==> config.mk <==
export PLATFORM = sky130hd
export DESIGN_NAME = sram_arbiter_flat
export DESIGN_NICKNAME = d
export VERILOG_FILES = /design/src/rtl/sram_arbiter_if.sv /design/src/rtl/sram_arbiter.sv /design/src/flat_wrapper.sv
export SDC_FILE = /design/constraint.sdc
export NUM_CORES = 1
export LEC_CHECK = 0
export CAP_MARGIN = 20
export CORE_MARGIN = 3
export CORE_UTILIZATION = 41
export DETAILED_ROUTE_END_ITERATION = 6
export PLACE_DENSITY = 0.82
export SYNTH_ARGS = -nofsm -noshare
export SYNTH_HDL_FRONTEND = slang
export SYNTH_SLANG_ARGS = --single-unit
==> constraint.sdc <==
create_clock -name clk -period 4.4 [get_ports clk]
set_input_delay 0.88 -clock clk [delete_from_list [all_inputs] [get_ports clk]]
set_output_delay 0.88 -clock clk [all_outputs]
set_load 0.005 [all_outputs]
==> src/rtl/sram_arbiter_if.sv <==
// Bundle of the two client ports (A = image loader, B = convolution filter)
// and the registered single-port SRAM interface served by sram_arbiter.
interface sram_arbiter_if #(
  parameter int ADDR_W = 16,
  parameter int DATA_W = 8
);
  logic              a_req;
  logic              a_we;
  logic              a_lock;
  logic [ADDR_W-1:0] a_addr;
  logic [DATA_W-1:0] a_wdata;
  logic              a_gnt;
  logic              a_rvalid;
  logic [DATA_W-1:0] a_rdata;

  logic              b_req;
  logic              b_we;
  logic              b_lock;
  logic [ADDR_W-1:0] b_addr;
  logic [DATA_W-1:0] b_wdata;
  logic              b_gnt;
  logic              b_rvalid;
  logic [DATA_W-1:0] b_rdata;

  logic              sram_en;
  logic              sram_wen;
  logic [ADDR_W-1:0] sram_addr;
  logic [DATA_W-1:0] sram_d;
  logic [DATA_W-1:0] sram_q;

  // Arbiter side.
  modport slave (
    input  a_req, a_we, a_lock, a_addr, a_wdata,
    output a_gnt, a_rvalid, a_rdata,
    input  b_req, b_we, b_lock, b_addr, b_wdata,
    output b_gnt, b_rvalid, b_rdata,
    output sram_en, sram_wen, sram_addr, sram_d,
    input  sram_q
  );

  // Client/SRAM side.
  modport master (
    output a_req, a_we, a_lock, a_addr, a_wdata,
    input  a_gnt, a_rvalid, a_rdata,
    output b_req, b_we, b_lock, b_addr, b_wdata,
    input  b_gnt, b_rvalid, b_rdata,
    input  sram_en, sram_wen, sram_addr, sram_d,
    output sram_q
  );
endinterface

==> src/rtl/sram_arbiter.sv <==
// Two-port arbiter in front of one synchronous SRAM: combinational grant with
// alternating priority and optional lock, registered SRAM command, 2-cycle read return.
module sram_arbiter #(
  parameter int ADDR_W = 16,
  parameter int DATA_W = 8
) (
  input  logic          clk,
  input  logic          rst_n,
  sram_arbiter_if.slave bus
);

  typedef enum logic {PRIO_A, PRIO_B} prio_e;
  typedef enum logic [1:0] {OWN_NONE, OWN_A, OWN_B} owner_e;

  prio_e  prio_q, prio_d;
  owner_e owner_q, owner_d;

  logic a_gnt, b_gnt;
  logic hold_a, hold_b;

  logic              sram_en_q, sram_en_d;
  logic              sram_wen_q, sram_wen_d;
  logic [ADDR_W-1:0] sram_addr_q, sram_addr_d;
  logic [DATA_W-1:0] sram_d_q, sram_d_d;

  // Read tags, bit 0 = port A, bit 1 = port B: stage 1 tracks the SRAM command
  // cycle, stage 2 the cycle sram_q carries the data.
  logic [1:0] rd1_q, rd1_d;
  logic [1:0] rd2_q;

  // Ownership only blocks the other port while the owner keeps its lock high;
  // the cycle the lock drops arbitrates normally.
  // NOTE: every always_comb output gets a default first so no path leaves a latch.
  always_comb begin
    hold_a = (owner_q == OWN_A) && bus.a_lock;
    hold_b = (owner_q == OWN_B) && bus.b_lock;
    a_gnt  = 1'b0;
    b_gnt  = 1'b0;
    if (hold_a) begin
      a_gnt = bus.a_req;
    end else if (hold_b) begin
      b_gnt = bus.b_req;
    end else if (bus.a_req && bus.b_req) begin
      a_gnt = (prio_q == PRIO_A);
      b_gnt = (prio_q == PRIO_B);
    end else begin
      a_gnt = bus.a_req;
      b_gnt = bus.b_req;
    end
  end

  always_comb begin
    prio_d      = prio_q;
    owner_d     = OWN_NONE;
    sram_en_d   = a_gnt | b_gnt;
    sram_wen_d  = 1'b0;
    sram_addr_d = sram_addr_q;
    sram_d_d    = sram_d_q;
    rd1_d       = 2'b00;
    if (a_gnt) begin
      if (bus.a_lock) owner_d = OWN_A;
      else            prio_d  = PRIO_B;
      sram_wen_d  = bus.a_we;
      sram_addr_d = bus.a_addr;
      sram_d_d    = bus.a_wdata;
      rd1_d[0]    = ~bus.a_we;
    end else if (b_gnt) begin
      if (bus.b_lock) owner_d = OWN_B;
      else            prio_d  = PRIO_A;
      sram_wen_d  = bus.b_we;
      sram_addr_d = bus.b_addr;
      sram_d_d    = bus.b_wdata;
      rd1_d[1]    = ~bus.b_we;
    end
    // An owner idling with its lock still high keeps ownership.
    if (hold_a) owner_d = OWN_A;
    if (hold_b) owner_d = OWN_B;
  end

  // NOTE: sequential state uses non-blocking assignments so every register
  // samples pre-edge values regardless of statement order.
  always_ff @(posedge clk or negedge rst_n) begin
    if (!rst_n) begin
      prio_q      <= PRIO_A;
      owner_q     <= OWN_NONE;
      sram_en_q   <= 1'b0;
      sram_wen_q  <= 1'b0;
      sram_addr_q <= '0;
      sram_d_q    <= '0;
      rd1_q       <= 2'b00;
      rd2_q       <= 2'b00;
    end else begin
      prio_q      <= prio_d;
      owner_q     <= owner_d;
      sram_en_q   <= sram_en_d;
      sram_wen_q  <= sram_wen_d;
      sram_addr_q <= sram_addr_d;
      sram_d_q    <= sram_d_d;
      rd1_q       <= rd1_d;
      rd2_q       <= rd1_q;
    end
  end

  assign bus.a_gnt     = a_gnt;
  assign bus.b_gnt     = b_gnt;
  assign bus.sram_en   = sram_en_q;
  assign bus.sram_wen  = sram_wen_q;
  assign bus.sram_addr = sram_addr_q;
  assign bus.sram_d    = sram_d_q;
  assign bus.a_rvalid  = rd2_q[0];
  assign bus.b_rvalid  = rd2_q[1];

  // NOTE: read data is not registered; gating sram_q with the tag gives zero
  // rdata in reset and idle cycles without extra flops.
  assign bus.a_rdata = rd2_q[0] ? bus.sram_q : '0;
  assign bus.b_rdata = rd2_q[1] ? bus.sram_q : '0;

endmodule

==> src/flat_wrapper.sv <==
// flat-port wrapper written by rule: the top's interface ports become plain ports
module sram_arbiter_flat 
#(
  parameter int ADDR_W = 16,
  parameter int DATA_W = 8
)
  (clk, rst_n, bus_a_req, bus_a_we, bus_a_lock, bus_a_addr, bus_a_wdata, bus_a_gnt, bus_a_rvalid, bus_a_rdata, bus_b_req, bus_b_we, bus_b_lock, bus_b_addr, bus_b_wdata, bus_b_gnt, bus_b_rvalid, bus_b_rdata, bus_sram_en, bus_sram_wen, bus_sram_addr, bus_sram_d, bus_sram_q);
  sram_arbiter_if #(.ADDR_W(ADDR_W), .DATA_W(DATA_W)) bus_i ();
  input  logic clk;
  input  logic rst_n;
  input wire logic [$bits(bus_i.a_req)-1:0] bus_a_req;
  input wire logic [$bits(bus_i.a_we)-1:0] bus_a_we;
  input wire logic [$bits(bus_i.a_lock)-1:0] bus_a_lock;
  input wire logic [$bits(bus_i.a_addr)-1:0] bus_a_addr;
  input wire logic [$bits(bus_i.a_wdata)-1:0] bus_a_wdata;
  output wire logic [$bits(bus_i.a_gnt)-1:0] bus_a_gnt;
  output wire logic [$bits(bus_i.a_rvalid)-1:0] bus_a_rvalid;
  output wire logic [$bits(bus_i.a_rdata)-1:0] bus_a_rdata;
  input wire logic [$bits(bus_i.b_req)-1:0] bus_b_req;
  input wire logic [$bits(bus_i.b_we)-1:0] bus_b_we;
  input wire logic [$bits(bus_i.b_lock)-1:0] bus_b_lock;
  input wire logic [$bits(bus_i.b_addr)-1:0] bus_b_addr;
  input wire logic [$bits(bus_i.b_wdata)-1:0] bus_b_wdata;
  output wire logic [$bits(bus_i.b_gnt)-1:0] bus_b_gnt;
  output wire logic [$bits(bus_i.b_rvalid)-1:0] bus_b_rvalid;
  output wire logic [$bits(bus_i.b_rdata)-1:0] bus_b_rdata;
  output wire logic [$bits(bus_i.sram_en)-1:0] bus_sram_en;
  output wire logic [$bits(bus_i.sram_wen)-1:0] bus_sram_wen;
  output wire logic [$bits(bus_i.sram_addr)-1:0] bus_sram_addr;
  output wire logic [$bits(bus_i.sram_d)-1:0] bus_sram_d;
  input wire logic [$bits(bus_i.sram_q)-1:0] bus_sram_q;
  assign bus_i.a_req = bus_a_req;
  assign bus_i.a_we = bus_a_we;
  assign bus_i.a_lock = bus_a_lock;
  assign bus_i.a_addr = bus_a_addr;
  assign bus_i.a_wdata = bus_a_wdata;
  assign bus_a_gnt = bus_i.a_gnt;
  assign bus_a_rvalid = bus_i.a_rvalid;
  assign bus_a_rdata = bus_i.a_rdata;
  assign bus_i.b_req = bus_b_req;
  assign bus_i.b_we = bus_b_we;
  assign bus_i.b_lock = bus_b_lock;
  assign bus_i.b_addr = bus_b_addr;
  assign bus_i.b_wdata = bus_b_wdata;
  assign bus_b_gnt = bus_i.b_gnt;
  assign bus_b_rvalid = bus_i.b_rvalid;
  assign bus_b_rdata = bus_i.b_rdata;
  assign bus_sram_en = bus_i.sram_en;
  assign bus_sram_wen = bus_i.sram_wen;
  assign bus_sram_addr = bus_i.sram_addr;
  assign bus_sram_d = bus_i.sram_d;
  assign bus_i.sram_q = bus_sram_q;
  sram_arbiter #(.ADDR_W(ADDR_W), .DATA_W(DATA_W)) u_core (.clk(clk), .rst_n(rst_n), .bus(bus_i));
endmodule
==> results of run 1 <==
## through the flow
step	power, mW	utilization (%)	std cells	cell area, sq um	hold slack, ps
after floorplan	0.549	-	182	1940	331
after global placement	0.740	67.4	334	3000	334
after detailed placement	0.748	67.4	334	3000	345
after CTS	0.963	69.2	342	3080	358
after global routing	1.01	69.2	342	3080	371
final	0.954	69.2	342	3080	355
## state kept, by name, indices dropped and copies added (netlist names)
signal,cells
u_core.rd1_q,2
u_core.bus.sram_en,1
u_core.rd2_q,2
u_core.owner_q,2
u_core.bus.sram_addr,16
u_core.bus.sram_wen,1
u_core.bus.sram_d,8
u_core.prio_q,1
## cells in the mapped netlist
cell type / number
dfrtp_1: 33
nand2_1: 28
inv_1: 26
mux2i_1: 24
o221ai_2: 18
and2_1: 16
o221ai_1: 6
buf_2: 3
buf_6: 3
nor2_1: 3
a21oi_1: 2
buf_4: 2
o21ai_0: 2
a21o_1: 1
a22o_1: 1
a22oi_1: 1
and3b_1: 1
and3b_4: 1
buf_12: 1
buf_8: 1
clkbuf_1: 1
dlygate4sd1_1: 1
nand2b_1: 1
nand2b_4: 1
nor2_2: 1
nor2b_1: 1
o211a_1: 1
o31ai_1: 1
or2_1: 1
## cell families (layout without fill, tap and decap cells)
family	Yosys count	in the layout	synth area share [%]
AOI/OAI and AO/OA	33	33	19.8
buffers and inverters	38	146	10.8
DFF	33	33	42.7
muxes	24	24	12.4
and+or+nand+nor	54	54	14.3
## area by class of cell
cell class | count | area [sq um]
inverter | 26 | 97.6
fill | 360 | 1370
timing repair buffer | 112 | 1100
clock buffer | 8 | 80.1
sequential | 33 | 826
multi-input combinational | 111 | 903
tap | 52 | 65.1
## where the power goes
| group | switching [mW] | total, mW | internal, mW | leakage (nW) |
|---|---|---|---|---|
| Clock | 0.103 | 0.216 | 0.112 | 0.0395 |
| Combinational | 0.127 | 0.339 | 0.212 | 0.909 |
| Sequential | 0.0414 | 0.399 | 0.357 | 0.403 |
| Total | 0.272 | 0.954 | 0.681 | 1.35 |
## metal layers
layer	GRT usage, %	up-vias
met2	33.3	74
met1	22.3	835
li1	-	846
met3	4.67	7
met4	8.70	0
met5	0	-
## path summary, 6_finish.rpt
check	slack (ps)	from	end
worst min register to register	350	u_core.rd1_q[0]	u_core.rd2_q[0]
worst max-delay path	950	bus_b_lock	bus_b_gnt
worst min-delay path	350	u_core.rd1_q[0]	u_core.rd2_q[0]
min in group asynchronous	640	rst_n	u_core.bus.sram_d[2]
max in group asynchronous	3280	rst_n	u_core.bus.sram_addr[2]
worst max register to register	2340	u_core.owner_q[0]	u_core.bus.sram_addr[3]
==> flow_metrics.tcl, run 1 <==
set metrics [dict create \
    status "completed" \
    core_area_sq_um 4440 \
    drc 0 \
    crit_family "buffers and inverters" \
    netlist_instances 182 \
    worst_pin_slew_ps 1050 \
    critPathMaxFanout 6 \
    h-tree-depth 2 \
    crit_type "in -> out" \
    ios 110 \
    avgRoutedWirePerCell_um 15.5 \
    met2_length_um 2670 \
    powerDensity_nw_per_um2 310 \
    fmax_mhz 290 \
    via_count 1762 \
    holdCritPathClass "reg -> reg" \
    synth_nets 246 \
    antennaDiodeCount 0 \
    finalSetupViolCount 0 \
    antenna_left 0 \
    synth.avg_cell_area_sq_um 10.6 \
    clock_skew_ps 2.56 \
    gr-usage-all-layers_pct 19.1 \
    maxCapViolCount 0 \
    ys_warn_count 0 \
    synth_top_cell_by_area "dfrtp_1" \
    wl_met3_um 418 \
    drt_iter0_markers 73 \
    rr_worst_depth 5 \
    cts_resized 0 \
    dp_hpwl_um 4030 \
    mostFrequentLayoutCell "clkdlybuf4s50_1" \
    gr-total-overflow 0 \
    p_leak_nw 1.35 \
    slew_violations 0 \
    grt_pass1_wl_um 7980 \
    first_pass_iters 4 \
    synth_area_leaders "dfrtp_1 (43%), o221ai_2 (14%), mux2i_1 (12%)" \
    postCtsHoldBufs 0 \
    final-hold-violation-count 0 \
    synth_seq_area_share_pct 42.7 \
    pre_cts_ws_ps 950 \
    grt_pass1_vias 1729 \
    endpoint_kind "output port" \
    ys_seq_elements 33 \
    nets 353 \
    period_share_pct 78.5 \
    whs_path_depth 0 \
    max_stage_delay_ps 510 \
    relSlewSlack_pct 29.9 \
    grt_max_degree 34 \
    wl_um 5290 \
    io_buffers 109 \
    tns_ps 0 \
    cp_cell_sequence "clkdlybuf4s50_1, and3b_1, nor2_1, or2_1, inv_1, clkdlybuf4s50_1" \
    clock-root-buffer "clkbuf_8" \
    place_congestion 0.822 \
    grt_setup_unrepaired "no" \
    postCtsSetupRepairBufs 0 \
    wl_met1_um 2140 \
    cts_made_buffers 5 \
    path_common_cell "clkdlybuf4s50_1" \
    antenna_found_initial 0 \
    clockBufferDepth 2 \
    start_util_pct 43.6 \
    top_layer "met4" \
    clk_pin_slew_ps 60 \
    drive_gt1_share_pct 11.0 \
    crit_required_ps 3520 \
    cp.arrival_ps 2570 \
    worstSkewPairLatency_ps 290 \
    setup_ws_ps 948 \
    crit_slowest_cell "clkdlybuf4s50_1" \
    ys_types 29 \
    die_area_sq_um 5580 \
    final_cell_mix "clkdlybuf4s50_1 (107), dfrtp_1 (33), nand2_1 (28)" \
    area_growth_pct 58.9 \
    cp-start-kind "input pin" \
    via_per_inst 5.15 \
    vdd_drop_max_mv 0.221 \
    fp.dieW_um 74.7 \
    crit_buf_inv 3 \
    cp.depth 6 \
    die_h_um 74.7 \
    cts_tree "yes" \
    synth_top_area_share_pct 42.7 \
    cts_sinks 33 \
    min_period_ps 3450 \
    synth_area_sq_um 1940 \
    rows 24 \
]
Note: power is estimated with default switching activity, not from simulation.
==> inputs of run 2 (changes only) <==
--- a/config.mk
+++ b/config.mk
@@ -7,9 +7,9 @@
 export LEC_CHECK = 0
 export CAP_MARGIN = 20
 export CORE_MARGIN = 3
-export CORE_UTILIZATION = 41
+export CORE_UTILIZATION = 35
 export DETAILED_ROUTE_END_ITERATION = 6
-export PLACE_DENSITY = 0.82
+export PLACE_DENSITY = 0.74
 export SYNTH_ARGS = -nofsm -noshare
 export SYNTH_HDL_FRONTEND = slang
 export SYNTH_SLANG_ARGS = --single-unit
==> constraint.sdc (replaced) <==
create_clock -name clk -period 3 [get_ports clk]
set_input_delay 0.6 -clock clk [delete_from_list [all_inputs] [get_ports clk]]
set_output_delay 0.6 -clock clk [all_outputs]
set_load 0.005 [all_outputs]
==> run 2 against run 1 <==
Via count shrank 2.1%. Flip-flop and latch count stayed put. Cell area increased by 1.1%. Global-route usage down 3.2 points. Worst hold slack improved by 2.8 ps. Clock power increased by 52%. Register-to-register slack got worse by 1300 ps. Largest power group unchanged.
==> flow_metrics.tcl, run 2 (synthesis results as in run 1) <==
set metrics [dict create \
    status "completed" \
    finalInstanceArea_sq_um 3110 \
    combPwrFrac_pct 35.1 \
    gr-total-overflow 0 \
    final_cell_mix "clkdlybuf4s50_1 (107), dfrtp_1 (33), nand2_1 (28)" \
    clock-root-buffer "clkbuf_8" \
    drt_iter0_markers 69 \
    grt_pass1_vias 1655 \
    max_stage_delay_ps 500 \
    p_leak_nw 1.36 \
    gr-usage-met2_pct 25.7 \
    fp.dieW_um 80.4 \
    cts_sinks 33 \
    drc 0 \
    min_period_ps 2890 \
    rows 26 \
    worstSkewPairLatency_ps 270 \
    crit_required_ps 2400 \
    critPathMaxFanout 6 \
    gr-usage-all-layers_pct 15.9 \
    worst_pin_slew_ps 1050 \
    net-switching-power_mw 0.389 \
    cp_cell_sequence "clkdlybuf4s50_1, and3b_1, a21oi_1, o21ai_0, inv_1, clkdlybuf4s50_1" \
    finalSetupViolCount 0 \
    regArea_sq_um 826 \
    pwr-share-seq_pct 41.6 \
    nets 353 \
    crit_type "in -> out" \
    postCtsSetupRepairBufs 0 \
    p_int_mw 1.02 \
    grt_pass1_wl_um 7980 \
    path_common_cell "clkdlybuf4s50_1" \
    grt_max_degree 34 \
    die_area_sq_um 6460 \
    wl_um 5010 \
    endpoint_kind "output port" \
    largest_register_ffs 16 \
    clkPwrFrac_pct 23.4 \
    crit_slowest_cell "clkdlybuf4s50_1" \
    fmax_mhz 346 \
    grt_setup_unrepaired "no" \
    holdCritPathClass "reg -> reg" \
    final-hold-violation-count 0 \
    met3_usage_pct 5.27 \
    clk_pin_slew_ps 60 \
    fin_cells 359 \
    vdd_drop_max_mv 0.337 \
    maxCapViolCount 0 \
    relSlewSlack_pct 29.9 \
    slew_violations 0 \
    tns_ps 0 \
    via_per_inst 4.81 \
    cp-start-kind "input pin" \
    period_share_pct 96.5 \
    num-fill-cells 458 \
    antennaDiodeCount 0 \
    core_area_sq_um 5240 \
    antenna_left 0 \
    dpl_cell_area_sq_um 3020 \
    powerDensity_nw_per_um2 452 \
    cts_resized 0 \
    start_util_pct 37.0 \
    mostFrequentLayoutCell "clkdlybuf4s50_1" \
    h-tree-depth 2 \
    postCtsHoldBufs 0 \
    antenna_found_initial 0 \
    final_core_utilization_pct 59.4 \
    via_count 1725 \
    first_pass_iters 4 \
    cp.arrival_ps 2290 \
    die_h_um 80.4 \
    top_usage_layer "met2" \
    place_inst 352 \
    area_growth_pct 60.6 \
    io_buffers 109 \
    use_met1_pct 20.7 \
    dp_hpwl_um 3780 \
    clock_skew_ps 3.66 \
    clockBufferDepth 2 \
    multiInputGateArea_sq_um 908 \
    drive_gt1_share_pct 11.4 \
    cts_made_buffers 5 \
    avgRoutedWirePerCell_um 13.9 \
    ios 110 \
    cts_tree "yes" \
    place_congestion 0.743 \
    netSwitchingFraction_pct 27.7 \
]
run 2: cell count changes in the layout (fill, tap and decap cells not counted), sizes merged:
cell,before,now
clkbuf,8,7
run 2: layout make-up:
| class | instances | area share [%] |
|---|---|---|
| well taps | 70 | 2.82 |
| clock buffers | 7 | 2.78 |
| flip-flops and latches | 33 | 26.6 |
| repair buffers | 112 | 35.5 |
| multi-input cells | 111 | 29.2 |
| inverters | 26 | 3.14 |
run 2: through the flow:
step / hold WS (ps) / total power, mW / setup slack [ps]
final: 358 / 1.40 / 106
after global routing: 382 / 1.49 / 12.1
after CTS: 358 / 1.43 / 92.0
after detailed placement: 343 / 1.09 / 103
after global placement: 337 / 1.09 / 138
after floorplan: 304 / 0.805 / 1060
run 2: path summary, 6_finish.rpt:
check	slack, ps	start	depth (start not counted)	to
min reg2reg	360	u_core.rd1_q[1]	0	u_core.rd2_q[1]
max in group asynchronous	2140	rst_n	1	u_core.bus.sram_addr[11]
max	110	bus_b_lock	6	bus_a_gnt
min in group asynchronous	390	rst_n	1	u_core.owner_q[0]
max reg2reg	1050	u_core.owner_q[0]	4	u_core.bus.sram_addr[14]
min	360	u_core.rd1_q[1]	0	u_core.rd2_q[1]
run 2: power groups by stage:
stage	registers, mW	clock network [mW]	logic (mW)
global route	0.599	0.358	0.536
CTS	0.585	0.339	0.503
global placement	0.590	0	0.498
detailed placement	0.592	0	0.502
finish	0.584	0.328	0.492
floorplan	0.590	0	0.215
run 2: critical path, delay by kind of cell:
kind	cells	cell delay, ps
buffers and inverters	3	1060
AOI/OAI and AO/OA	2	350
and+or+nand+nor	1	270
run 2: layer usage:
metal | vias up | share of wire, %
li1 | 843 | -
met4 | 0 | 0.36
met2 | 70 | 50
met1 | 810 | 40
met5 | - | 0
met3 | 2 | 9.1
